**src/rtl/inst_fetch_pkg.sv**
```systemverilog
// Shared constants and FSM encoding for the instruction fetch stage.
package inst_fetch_pkg;

   localparam logic [31:0] IF_RESET_PC = 32'hBFC0_0000;
   localparam logic [31:0] IF_NOP      = 32'h0000_0000;

   typedef enum logic [1:0] {
      ST_IDLE  = 2'd0,
      ST_REQ   = 2'd1,
      ST_HOLD  = 2'd2,
      ST_DRAIN = 2'd3
   } fetch_state_t;

endpackage

```
**src/rtl/fetch_skid_reg.sv**
```systemverilog
// One-entry {addr, inst} holding register for a word fetched while ID is stalled.
module fetch_skid_reg #(
   parameter int ADDR_W = 32,
   parameter int INST_W = 32
) (
   input  logic              clk,
   input  logic              rst,
   input  logic              i_load,
   input  logic              i_clear,
   input  logic [ADDR_W-1:0] i_addr,
   input  logic [INST_W-1:0] i_inst,
   output logic [ADDR_W-1:0] o_addr,
   output logic [INST_W-1:0] o_inst,
   output logic              o_valid
);

   logic              r_valid;
   logic [ADDR_W-1:0] r_addr;
   logic [INST_W-1:0] r_inst;

   always_ff @(posedge clk or posedge rst) begin
      if (rst)          r_valid <= 1'b0;
      else if (i_clear) r_valid <= 1'b0;
      else if (i_load)  r_valid <= 1'b1;
   end

   // Payload carries no reset; r_valid alone qualifies it.
   always_ff @(posedge clk) begin
      if (i_load) begin
         r_addr <= i_addr;
         r_inst <= i_inst;
      end
   end

   assign o_addr  = r_addr;
   assign o_inst  = r_inst;
   assign o_valid = r_valid;

endmodule

```
**src/rtl/inst_fetch.sv**
```systemverilog
// MIPS32 IF stage: single-outstanding ROM fetch, delay-slot branch redirect, stall skid and flush drain.
module inst_fetch
   import inst_fetch_pkg::*;
#(
   parameter int                ADDR_W   = 32,
   parameter int                INST_W   = 32,
   parameter logic [ADDR_W-1:0] RESET_PC = ADDR_W'(IF_RESET_PC)
) (
   input  logic              clk,
   input  logic              rst,
   input  logic              stall_in,
   input  logic              flush,
   input  logic [ADDR_W-1:0] flush_pc,
   input  logic              branch_flag,
   input  logic [ADDR_W-1:0] branch_addr,
   output logic              rom_en,
   output logic [ADDR_W-1:0] rom_addr,
   input  logic              rom_ready,
   input  logic [INST_W-1:0] rom_rdata,
   output logic [ADDR_W-1:0] id_addr,
   output logic [INST_W-1:0] id_inst,
   output logic              id_valid
);

   fetch_state_t      r_state, w_state_nxt;
   logic [ADDR_W-1:0] r_pc, w_pc_nxt;
   logic              r_redir_pend, w_redir_pend_nxt;
   logic [ADDR_W-1:0] r_redir_tgt, w_redir_tgt_nxt;
   logic [ADDR_W-1:0] r_flush_pc, w_flush_pc_nxt;
   logic [ADDR_W-1:0] r_id_addr, w_id_addr_nxt;
   logic [INST_W-1:0] r_id_inst, w_id_inst_nxt;
   logic              r_id_valid, w_id_valid_nxt;

   logic              w_skid_load, w_skid_clear, w_skid_valid;
   logic [ADDR_W-1:0] w_skid_addr;
   logic [INST_W-1:0] w_skid_inst;

   logic              w_take;
   logic [ADDR_W-1:0] w_adv_addr, w_adv_pc;
   logic [INST_W-1:0] w_adv_inst;

   fetch_skid_reg #(.ADDR_W(ADDR_W), .INST_W(INST_W)) u_skid (
      .clk     (clk),
      .rst     (rst),
      .i_load  (w_skid_load),
      .i_clear (w_skid_clear),
      .i_addr  (r_pc),
      .i_inst  (rom_rdata),
      .o_addr  (w_skid_addr),
      .o_inst  (w_skid_inst),
      .o_valid (w_skid_valid)
   );

   // A taken branch always belongs to the instruction leaving the output regs,
   // so the entering word is its delay slot and the redirect applies to the pc after it.
   assign w_take     = branch_flag & r_id_valid;
   assign w_adv_addr = w_skid_valid ? w_skid_addr : r_pc;
   assign w_adv_inst = w_skid_valid ? w_skid_inst : rom_rdata;
   assign w_adv_pc   = w_take       ? branch_addr :
                       r_redir_pend ? r_redir_tgt : w_adv_addr + ADDR_W'(4);

   always_comb begin
      w_state_nxt      = r_state;
      w_pc_nxt         = r_pc;
      w_redir_pend_nxt = r_redir_pend;
      w_redir_tgt_nxt  = r_redir_tgt;
      w_flush_pc_nxt   = r_flush_pc;
      w_id_addr_nxt    = r_id_addr;
      w_id_inst_nxt    = r_id_inst;
      w_id_valid_nxt   = r_id_valid;
      w_skid_load      = 1'b0;
      w_skid_clear     = 1'b0;
      if (flush) begin
         w_id_inst_nxt    = INST_W'(IF_NOP);
         w_id_valid_nxt   = 1'b0;
         w_redir_pend_nxt = 1'b0;
         if ((r_state == ST_REQ || r_state == ST_DRAIN) && !rom_ready) begin
            w_state_nxt    = ST_DRAIN;
            w_flush_pc_nxt = flush_pc;
         end else begin
            w_state_nxt  = ST_REQ;
            w_pc_nxt     = flush_pc;
            w_skid_clear = 1'b1;
         end
      end else begin
         case (r_state)
            ST_IDLE: w_state_nxt = ST_REQ;
            ST_REQ: begin
               if (!stall_in && rom_ready) begin
                  w_id_addr_nxt    = w_adv_addr;
                  w_id_inst_nxt    = w_adv_inst;
                  w_id_valid_nxt   = 1'b1;
                  w_pc_nxt         = w_adv_pc;
                  w_redir_pend_nxt = 1'b0;
               end else if (!stall_in) begin
                  w_id_inst_nxt  = INST_W'(IF_NOP);
                  w_id_valid_nxt = 1'b0;
                  if (w_take) begin
                     w_redir_pend_nxt = 1'b1;
                     w_redir_tgt_nxt  = branch_addr;
                  end
               end else if (rom_ready) begin
                  w_skid_load = 1'b1;
                  w_state_nxt = ST_HOLD;
               end
            end
            ST_HOLD: begin
               if (!stall_in) begin
                  w_id_addr_nxt    = w_adv_addr;
                  w_id_inst_nxt    = w_adv_inst;
                  w_id_valid_nxt   = 1'b1;
                  w_pc_nxt         = w_adv_pc;
                  w_redir_pend_nxt = 1'b0;
                  w_skid_clear     = 1'b1;
                  w_state_nxt      = ST_REQ;
               end
            end
            ST_DRAIN: begin
               if (rom_ready) begin
                  w_pc_nxt    = r_flush_pc;
                  w_state_nxt = ST_REQ;
               end
            end
            default: w_state_nxt = ST_IDLE;
         endcase
      end
   end

   always_ff @(posedge clk or posedge rst) begin
      if (rst) begin
         r_state      <= ST_IDLE;
         r_pc         <= RESET_PC;
         r_redir_pend <= 1'b0;
         r_id_addr    <= '0;
         r_id_inst    <= '0;
         r_id_valid   <= 1'b0;
      end else begin
         r_state      <= w_state_nxt;
         r_pc         <= w_pc_nxt;
         r_redir_pend <= w_redir_pend_nxt;
         r_id_addr    <= w_id_addr_nxt;
         r_id_inst    <= w_id_inst_nxt;
         r_id_valid   <= w_id_valid_nxt;
      end
   end

   // Targets are only consulted while their pending/DRAIN qualifier is set.
   always_ff @(posedge clk) begin
      r_redir_tgt <= w_redir_tgt_nxt;
      r_flush_pc  <= w_flush_pc_nxt;
   end

   assign rom_en   = (r_state == ST_REQ) || (r_state == ST_DRAIN);
   assign rom_addr = r_pc;
   assign id_addr  = r_id_addr;
   assign id_inst  = r_id_inst;
   assign id_valid = r_id_valid;

endmodule

```
**config.mk**
```make
export PLATFORM = sky130hd
export DESIGN_NAME = inst_fetch
export DESIGN_NICKNAME = d
export VERILOG_FILES = /design/src/rtl/inst_fetch_pkg.sv /design/src/rtl/fetch_skid_reg.sv /design/src/rtl/inst_fetch.sv
export SDC_FILE = /design/constraint.sdc
export NUM_CORES = 1
export LEC_CHECK = 0
export ABC_AREA = 0
export ABC_CLOCK_PERIOD_IN_PS = 5600
export CAP_MARGIN = 20
export CORE_MARGIN = 10
export CORE_UTILIZATION = 45
export CTS_CLUSTER_DIAMETER = 30
export CTS_CLUSTER_SIZE = 12
export DETAILED_ROUTE_END_ITERATION = 10
export GPL_TIMING_DRIVEN = 0
export PLACE_DENSITY_LB_ADDON = 0.08
export SLEW_MARGIN = 20
export SYNTH_ARGS = -nofsm -noshare
export SYNTH_HDL_FRONTEND = slang
export SYNTH_SLANG_ARGS = --single-unit
```
**constraint.sdc**
```tcl
create_clock -name clk -period 5.6 [get_ports clk]
set_input_delay 0.56 -clock clk [delete_from_list [all_inputs] [get_ports clk]]
set_output_delay 0.56 -clock clk [all_outputs]
set_load 0.02 [all_outputs]
```
==> results of run 1 <==
## worst min-delay path by stage
stage	from	end	slack (ns)	cells past startpoint
5_1_grt	id_addr[8]	id_addr[8]	0.49	2
3_3_place_gp	id_inst[4]	id_inst[4]	0.46	2
4_1_cts	rst	id_addr[19]	0.48	2
3_5_place_dp	id_inst[18]	id_inst[18]	0.47	2
6_report	rst	id_addr[19]	0.46	2
2_1_floorplan	r_flush_pc[31]	rom_addr[31]	0.50	2
## Yosys cell counts, types with 12 or more instances
cell type,instances
o211ai_1,15
a21oi_1,47
nor3_1,23
edfxtp_1,128
nand3_1,26
mux2i_1,66
xor2_1,12
clkbuf_1,41
nand3b_1,15
nor2_1,33
o21ai_0,92
nand2_1,120
dfrtp_1,92
## flip-flops by register name (all words and copies together) (netlist names)
register	count
u_skid.o_inst	32
rom_addr	32
id_inst	32
r_redir_tgt	32
u_skid.o_addr	32
r_flush_pc	32
r_redir_pend	1
id_valid	1
u_skid.o_valid	1
r_state	2
id_addr	32
## layout make-up
class	count	area [µm²]	area share
multi-input combinational	602	3720	0.256
tap	285	357	0.0245
clock inverter	26	310	0.0213
buffer	57	230	0.0158
inverter	12	50.0	0.00344
clock buffer	62	1390	0.0954
timing repair buffer	207	2110	0.145
sequential	229	6380	0.439
## logic make-up (layout without fill, tap and decap cells)
kind of cell | count (synthesis) | count (layout)
compound gates | 234 | 234
xor+xnor | 19 | 19
fa+ha+maj | 4 | 4
buf+inv | 69 | 364
flops | 229 | 229
mux | 77 | 77
simple gates | 268 | 268
## where the power goes
| group | total [mW] | switching, mW | internal (mW) |
|---|---|---|---|
| Clock | 2.93 | 0.883 | 2.05 |
| Sequential | 2.54 | 0.344 | 2.19 |
| Combinational | 2.66 | 1.59 | 1.07 |
## worst max-delay path, cell delays in order (launching register included)
cell and delay (ns):
dfrtp_1 0.40, buf_2 0.29, buf_2 0.33, buf_2 0.44
mux2i_1 0.30, inv_1 0.13, ha_1 0.24, nand2_1 0.08
o22ai_1 0.56, nand4_1 0.42, nor4_1 0.42, xor2_1 0.20
a221oi_1 0.30
## layer usage
| layer | share of wire | up-vias | wire [µm] | global-route usage |
|---|---|---|---|---|
| met1 | 0.41 | 4200 | 14500 | 0.318 |
| met5 | 0 | - | 0 | 0 |
| met4 | 0.023 | 0 | 814 | 0.0742 |
| li1 | - | 3898 | - | - |
| met3 | 0.11 | 61 | 3830 | 0.0717 |
| met2 | 0.45 | 444 | 16000 | 0.357 |
## cells in the final DEF, fill, tap and decap left out, types with 12 or more instances in the layout
cell type	instances
nor3_1	23
o21ai_0	92
edfxtp_1	128
dfrtp_1	92
nor2_1	32
mux2i_1	66
o211ai_1	15
clkbuf_16	51
nand3b_1	15
a21oi_1	47
xor2_1	12
clkdlybuf4s50_1	197
nand2_1	120
nand3_1	26
clkbuf_1	45
==> results.tsv, run 1 <==
metric	value	unit
status	finished clean	
Final min period	4.20	ns
Post-Synth Adder-Cell Area	0.00483	
pin count of the biggest net entering global routing	54	
CP Data Required Time	6.03	ns
final hold viol count	0	
largest family of logic cells by synthesized area	compound AO/OA/AOI/OAI gates	
normalized max-slew margin	0.293	
post-synthesis mux area share	0.0757	
post-synthesis sequential area ratio	0.616	
Syn Area/Cell	11.5	µm²
grt ovf	0	
Peak VDD IR	0.330	mV
ys async rst share	0.441	
r2r worst-path depth	12	
count of cell types in the netlist	60	
routed vias	8603	
Detailed Route Iter0 Violations	1011	
simple-gate share of the synthesized area	0.125	
R2R Path End	rom_addr[28]	
Pwr per Cell Area	559	nW/µm²
Ys Warns	0	
Initial Util	0.458	
vias in the first global route	8540	
Startpoint Class	flop	
number of post-CTS setup repair buffers	0	
IO Pins	200	
drt via density	5.81	
routability cong.	0.894	
Avg WL per Cell	23.7	µm
Die Wd	172	µm
core area	22600	µm²
Worst Setup EP	rom_addr[28]	
clk slew on worst S/H paths	0.05	ns
Post-synth EDFFs	128	
Slew @ Worst Pin	1.03	ns
Yosys top cell by area	edfxtp_1	
Pwr Total	8.13	mW
Post-Layout Cell Count	1480	
dpl cell area	12900	µm²
crit end category	flop	
htree depth	2	
CP Launch Point	u_skid.o_valid	
Post-Synthesis Cells	900	
Post-Syn Area	10400	µm²
IO Port Bufs	197	
CTS tree	yes	
Max Transition Viols Final	0	
Worst Skew	0.0241	ns
clock sinks	229	
share of layout cells above drive strength 1	0.110	
ANT nets after route	0	
Finished Cell Area	14600	µm²
FILL cells	1806	
total wire length	35100	µm
Synth Area in Compound Gates	0.136	
final worst slack	1.40	ns
max cap viols	0	
Primary FF master, synth	edfxtp_1	
hold crit path type	input pin to asynchronous set/reset pin	
placed insts	1392	
global-route wire length before repair	52700	µm
Max Fanout on Critical Path	10	
Setup Viol. Count Final	0	
worst reg2reg startpoint	u_skid.o_valid	
cell row count	55	
Setup Total Neg Slack	0	ns
CTS Root Buffer Type	clkbuf_16	
post-synthesis xor/xnor area fraction	0.0160	
Leak	5.36	nW
Yosys top cell area share	0.371	
worst-skew pair later-pin latency	0.54	ns
die area	29500	µm²
initial antenna violation count	0	
post-place setup slack	1.48	ns
Tcrit/Tclk final	0.750	
CP Class	flop to flop	
drt first pass iters	5	
All-Layer GR Usage	0.236	
post-cts hold buffer count	0	
final core utilization	0.643	
leading post-synthesis cells by cell area	edfxtp_1 (37%), dfrtp_1 (22%), mux2i_1 (6.4%)	
#FFs+latches synth	229	
Layout area overhead	40.3	%
DRC Markers	0	
nets@finish	1263	
maximum clock path buffer count	3	
setup slack, reg-to-reg	1.40	ns
Post-DP HPWL	25600	µm
Num CTS Buffers	48	
Synthesized Nets	1006	
WP data arrival	4.62	ns
Ant. Diodes	0	
Hold Worst Slack	0.463	ns
RSZ-0062 raised after global routing	false	
post_cts resized	0	
Die Y	172	µm
Peak Freq	238	MHz
No activity file was read; power rests on OpenSTA's default activity.
==> run 2: changes to the inputs <==
--- a/config.mk
+++ b/config.mk
@@ -6,7 +6,7 @@
 export NUM_CORES = 1
 export LEC_CHECK = 0
 export ABC_AREA = 0
-export ABC_CLOCK_PERIOD_IN_PS = 5600
+export ABC_CLOCK_PERIOD_IN_PS = 3950
 export CAP_MARGIN = 20
 export CORE_MARGIN = 10
 export CORE_UTILIZATION = 45
==> constraint.sdc (replaced) <==
create_clock -name clk -period 3.95 [get_ports clk]
set_input_delay 0.395 -clock clk [delete_from_list [all_inputs] [get_ports clk]]
set_output_delay 0.395 -clock clk [all_outputs]
set_load 0.02 [all_outputs]
==> results.tsv, run 2 (synthesis gave the netlist of run 1 again) <==
metric	value	unit
status	finished clean	
grt ovf	0	
Setup Viol. Count Final	0	
die area	29500	µm²
CP Launch Point	r_state[1]	
final worst slack	0.123	ns
placed insts	1390	
total wire length	35400	µm
DRC Markers	0	
clock sinks	229	
Pwr Total	11.6	mW
setup slack, reg-to-reg	0.26	ns
routed vias	8606	
routability cong.	0.906	
maximum clock path buffer count	3	
worst reg2reg startpoint	u_skid.o_valid	
RSZ-0062 raised after global routing	false	
Post-Layout Cell Count	1487	
core area	22600	µm²
clk slew on worst S/H paths	0.05	ns
All-Layer GR Usage	0.237	
CP max stage delay	0.62	ns
htree depth	2	
Setup Total Neg Slack	0	ns
Max Transition Viols Final	0	
pin count of the biggest net entering global routing	72	
drt first pass iters	5	
Initial Util	0.458	
WP buf/inv	4	
drt via density	5.79	
IO Pins	200	
Avg WL per Cell	23.8	µm
Leak	5.37	nW
WP data arrival	3.43	ns
Pwr per Cell Area	792	nW/µm²
CTS tree	yes	
Layout area overhead	41.2	%
R2R Path End	rom_addr[28]	
CP Class	flop to primary output	
crit-path cells	ha_1 > clkbuf_1 > clkbuf_1 > clkbuf_1 > or2_2 > clkdlybuf4s50_1	
final core utilization	0.647	
Peak VDD IR	0.487	mV
ANT nets after route	0	
CP max stage cell	clkdlybuf4s50_1	
Die Wd	172	µm
Slew @ Worst Pin	0.994	ns
post-place setup slack	-0.169	ns
max cap viols	0	
Final min period	3.83	ns
r2r worst-path depth	13	
Hold Worst Slack	0.208	ns
Die Y	172	µm
Detailed Route Iter0 Violations	939	
Ant. Diodes	0	
nets@finish	1267	
Startpoint Class	flop	
Num CTS Buffers	51	
Max Fanout on Critical Path	10	
most frequent cells in the layout	clkdlybuf4s50_1 (197), edfxtp_1 (128), nand2_1 (120)	
CP Data Required Time	3.56	ns
Peak Freq	261	MHz
final hold viol count	0	
Worst Skew	0.0175	ns
CTS Root Buffer Type	clkbuf_16	
Post-DP HPWL	25300	µm
dpl cell area	12900	µm²
Most Frequent Cell on Critical Path	clkbuf_1	
share of layout cells above drive strength 1	0.114	
Tcrit/Tclk final	0.969	
cell row count	55	
IO Port Bufs	197	
commonest non-fill, non-tap cell in the layout	clkdlybuf4s50_1	
Finished Cell Area	14600	µm²
initial antenna violation count	0	
hold crit path type	input pin to asynchronous set/reset pin	
post-cts hold buffer count	0	
vias in the first global route	8633	
normalized max-slew margin	0.337	
worst-skew pair later-pin latency	0.54	ns
CP delay by family, top	buffers and inverters	
crit end category	primary output	
global-route wire length before repair	53300	µm
## run 2: changes by cell type in the layout (fill, tap and decap cells not counted), sizes merged
cell	change
clkbuf	+5
inv	+5
bufinv	-2
clkinv	-2
clkinvlp	+2
buf	-1
## run 2: final cells by class
cell class,instances,area (µm²)
repair buffers,208,2150
fillers,1810,8000
multi-input cells,602,3740
flip-flops and latches,229,6380
clock inverters,29,300
clock buffers,65,1420
inverters,12,50.0
plain buffers,57,235
well taps,285,357
## run 2: repair_timing
item                       CTS  global route
gates resized for setup      1             2
hold endpoints to repair     0             0
setup buffers                0             3
setup endpoints to repair    3             3
pin swaps                    0             1
## run 2: worst max-delay path by stage
stage                           end  slack, ns  depth (start not counted)
floorplan            r_redir_tgt[0]       0.56                          5
global placement    r_redir_tgt[21]      -1.36                          5
detailed placement     rom_addr[28]      -0.17                         12
CTS                    rom_addr[28]       0.06                         12
global route                 rom_en       0.02                          6
finish                       rom_en       0.12                          6
## run 2: routing by layer
metal,vias to the layer above,global-route usage,wire length [µm]
li1,3902,-,-
met1,4165,0.324,14900
met2,466,0.358,15800
met3,73,0.0658,3870
met4,0,0.0765,834
met5,-,0,0
## run 2: report_power, final
part	internal, mW	switching (mW)
sequential	3.11	0.479
clock	2.86	1.34
combinational	1.52	2.28
total	7.49	4.10
==> run 3: changes to the inputs <==
--- a/config.mk
+++ b/config.mk
@@ -10,12 +10,11 @@
 export CAP_MARGIN = 20
 export CORE_MARGIN = 10
 export CORE_UTILIZATION = 45
-export CTS_CLUSTER_DIAMETER = 30
 export CTS_CLUSTER_SIZE = 12
 export DETAILED_ROUTE_END_ITERATION = 10
-export GPL_TIMING_DRIVEN = 0
 export PLACE_DENSITY_LB_ADDON = 0.08
 export SLEW_MARGIN = 20
 export SYNTH_ARGS = -nofsm -noshare
 export SYNTH_HDL_FRONTEND = slang
 export SYNTH_SLANG_ARGS = --single-unit
+export TNS_END_PERCENT = 10
==> results.tsv, run 3 (synthesis gave the netlist of run 1 again) <==
metric	value	unit
CP delay by family, top	simple AND/OR/NAND/NOR gates	
setup slack, reg-to-reg	1.16	ns
Leak	4.83	nW
maximum clock path buffer count	3	
drt first pass iters	5	
clk slew on worst S/H paths	0.06	ns
placed insts	1350	
CP Launch Point	u_skid.o_valid	
most frequent cells in the layout	clkdlybuf4s50_1 (199), edfxtp_1 (128), nand2_1 (120)	
die area	29500	µm²
normalized max-slew margin	0.329	
core area	22600	µm²
CP max stage delay	0.68	ns
Initial Util	0.458	
global-route wire length before repair	46600	µm
Max Fanout on Critical Path	32	
IO Pins	200	
Avg WL per Cell	22.2	µm
Peak Freq	358	MHz
share of layout cells above drive strength 1	0.0803	
drt via density	5.70	
vias in the first global route	7739	
pin count of the biggest net entering global routing	57	
Die Wd	172	µm
Layout area overhead	30.0	%
routed vias	7940	
max cap viols	0	
worst-skew pair later-pin latency	0.52	ns
Detailed Route Iter0 Violations	713	
Setup Viol. Count Final	0	
Pwr Total	9.34	mW
crit end category	flop	
number of post-CTS setup repair buffers	0	
WP data arrival	3.19	ns
Pwr per Cell Area	693	nW/µm²
CP Data Required Time	4.35	ns
post-cts hold buffer count	0	
Worst Skew	0.0157	ns
R2R Path End	rom_addr[30]	
Startpoint Class	flop	
routability cong.	0.863	
clock sinks	229	
CP max stage cell	dfrtp_4	
cell row count	55	
status	finished clean	
ANT nets after route	0	
DRC Markers	0	
htree depth	1	
Post-Layout Cell Count	1394	
Worst Setup EP	rom_addr[30]	
hold crit path type	input pin to asynchronous set/reset pin	
dpl cell area	12700	µm²
Peak VDD IR	0.363	mV
worst reg2reg startpoint	u_skid.o_valid	
Tcrit/Tclk final	0.706	
Num CTS Buffers	25	
Ant. Diodes	0	
Slew @ Worst Pin	1.00	ns
r2r worst-path depth	10	
Die Y	172	µm
final core utilization	0.596	
CTS Root Buffer Type	clkbuf_16	
Final min period	2.79	ns
WP buf/inv	2	
CTS tree	yes	
post_cts resized	0	
critical path depth	10	
initial antenna violation count	3	
crit-path cells	mux2i_1 > inv_1 > ha_1 > nand2_1 > o22ai_1 > buf_4 > nand4_1 > or4_1 > nand3_1 > a31oi_1	
final hold viol count	0	
total wire length	30900	µm
Post-DP HPWL	22200	µm
Finished Cell Area	13500	µm²
IO Port Bufs	199	
CP Class	flop to flop	
grt ovf	0	
commonest non-fill, non-tap cell in the layout	clkdlybuf4s50_1	
Max Transition Viols Final	0	
All-Layer GR Usage	0.203	
RSZ-0062 raised after global routing	false	
nets@finish	1198	
run 3: changes by cell type in the layout (fill, tap and decap cells not counted), moves of 5 or more:
| cell | before | now |
|---|---|---|
| buf_4 | 4 | 21 |
| clkinv_2 | 10 | 3 |
| clkbuf_1 | 49 | 7 |
| inv_6 | 6 | 0 |
| buf_2 | 8 | 0 |
| buf_1 | 5 | 0 |
| clkbuf_16 | 54 | 25 |
run 3: report_power, final:
| group | switching (mW) | total (mW) | internal [mW] |
|---|---|---|---|
| Sequential | 0.486 | 3.59 | 3.10 |
| Clock | 0.923 | 2.16 | 1.24 |
| Combinational | 2.09 | 3.59 | 1.51 |
run 3: final cells by class:
type                    instances  area [µm²]
well taps                     285         357
flip-flops and latches        229        6390
fillers                      1862        9160
inverters                      12        47.5
clock inverters                11        71.3
multi-input cells             602        3770
clock buffers                  33         666
repair buffers                222        2190
run 3: worst min path at each step:
stage,startpoint,endpoint,slack (ns),cells after the start
6_report,rst,id_inst[24],0.41,2
2_1_floorplan,flush_pc[0],r_flush_pc[0],0.49,0
3_5_place_dp,id_inst[29],id_inst[29],0.47,2
5_1_grt,rom_rdata[18],u_skid.o_inst[18],0.45,1
3_3_place_gp,id_addr[7],id_addr[7],0.46,2
4_1_cts,rst,id_inst[21],0.42,2
run 3: per-stage QoR:
step                hold WS, ns  worst slack, ns  TNS [ns]
global route              0.451            0.909         0
floorplan                 0.494           -0.383    -24.73
finish                    0.405             1.16         0
CTS                       0.417             1.17         0
global placement          0.460             1.17         0
detailed placement        0.470             1.12         0
run 3: routing by layer:
metal  vias up  share of wire  track usage
met1      3833           0.45        0.290
met2       319           0.44        0.299
met3        51          0.093       0.0605
met4         4          0.019       0.0431
li1       3733              -            -
met5         -        0.00087            0
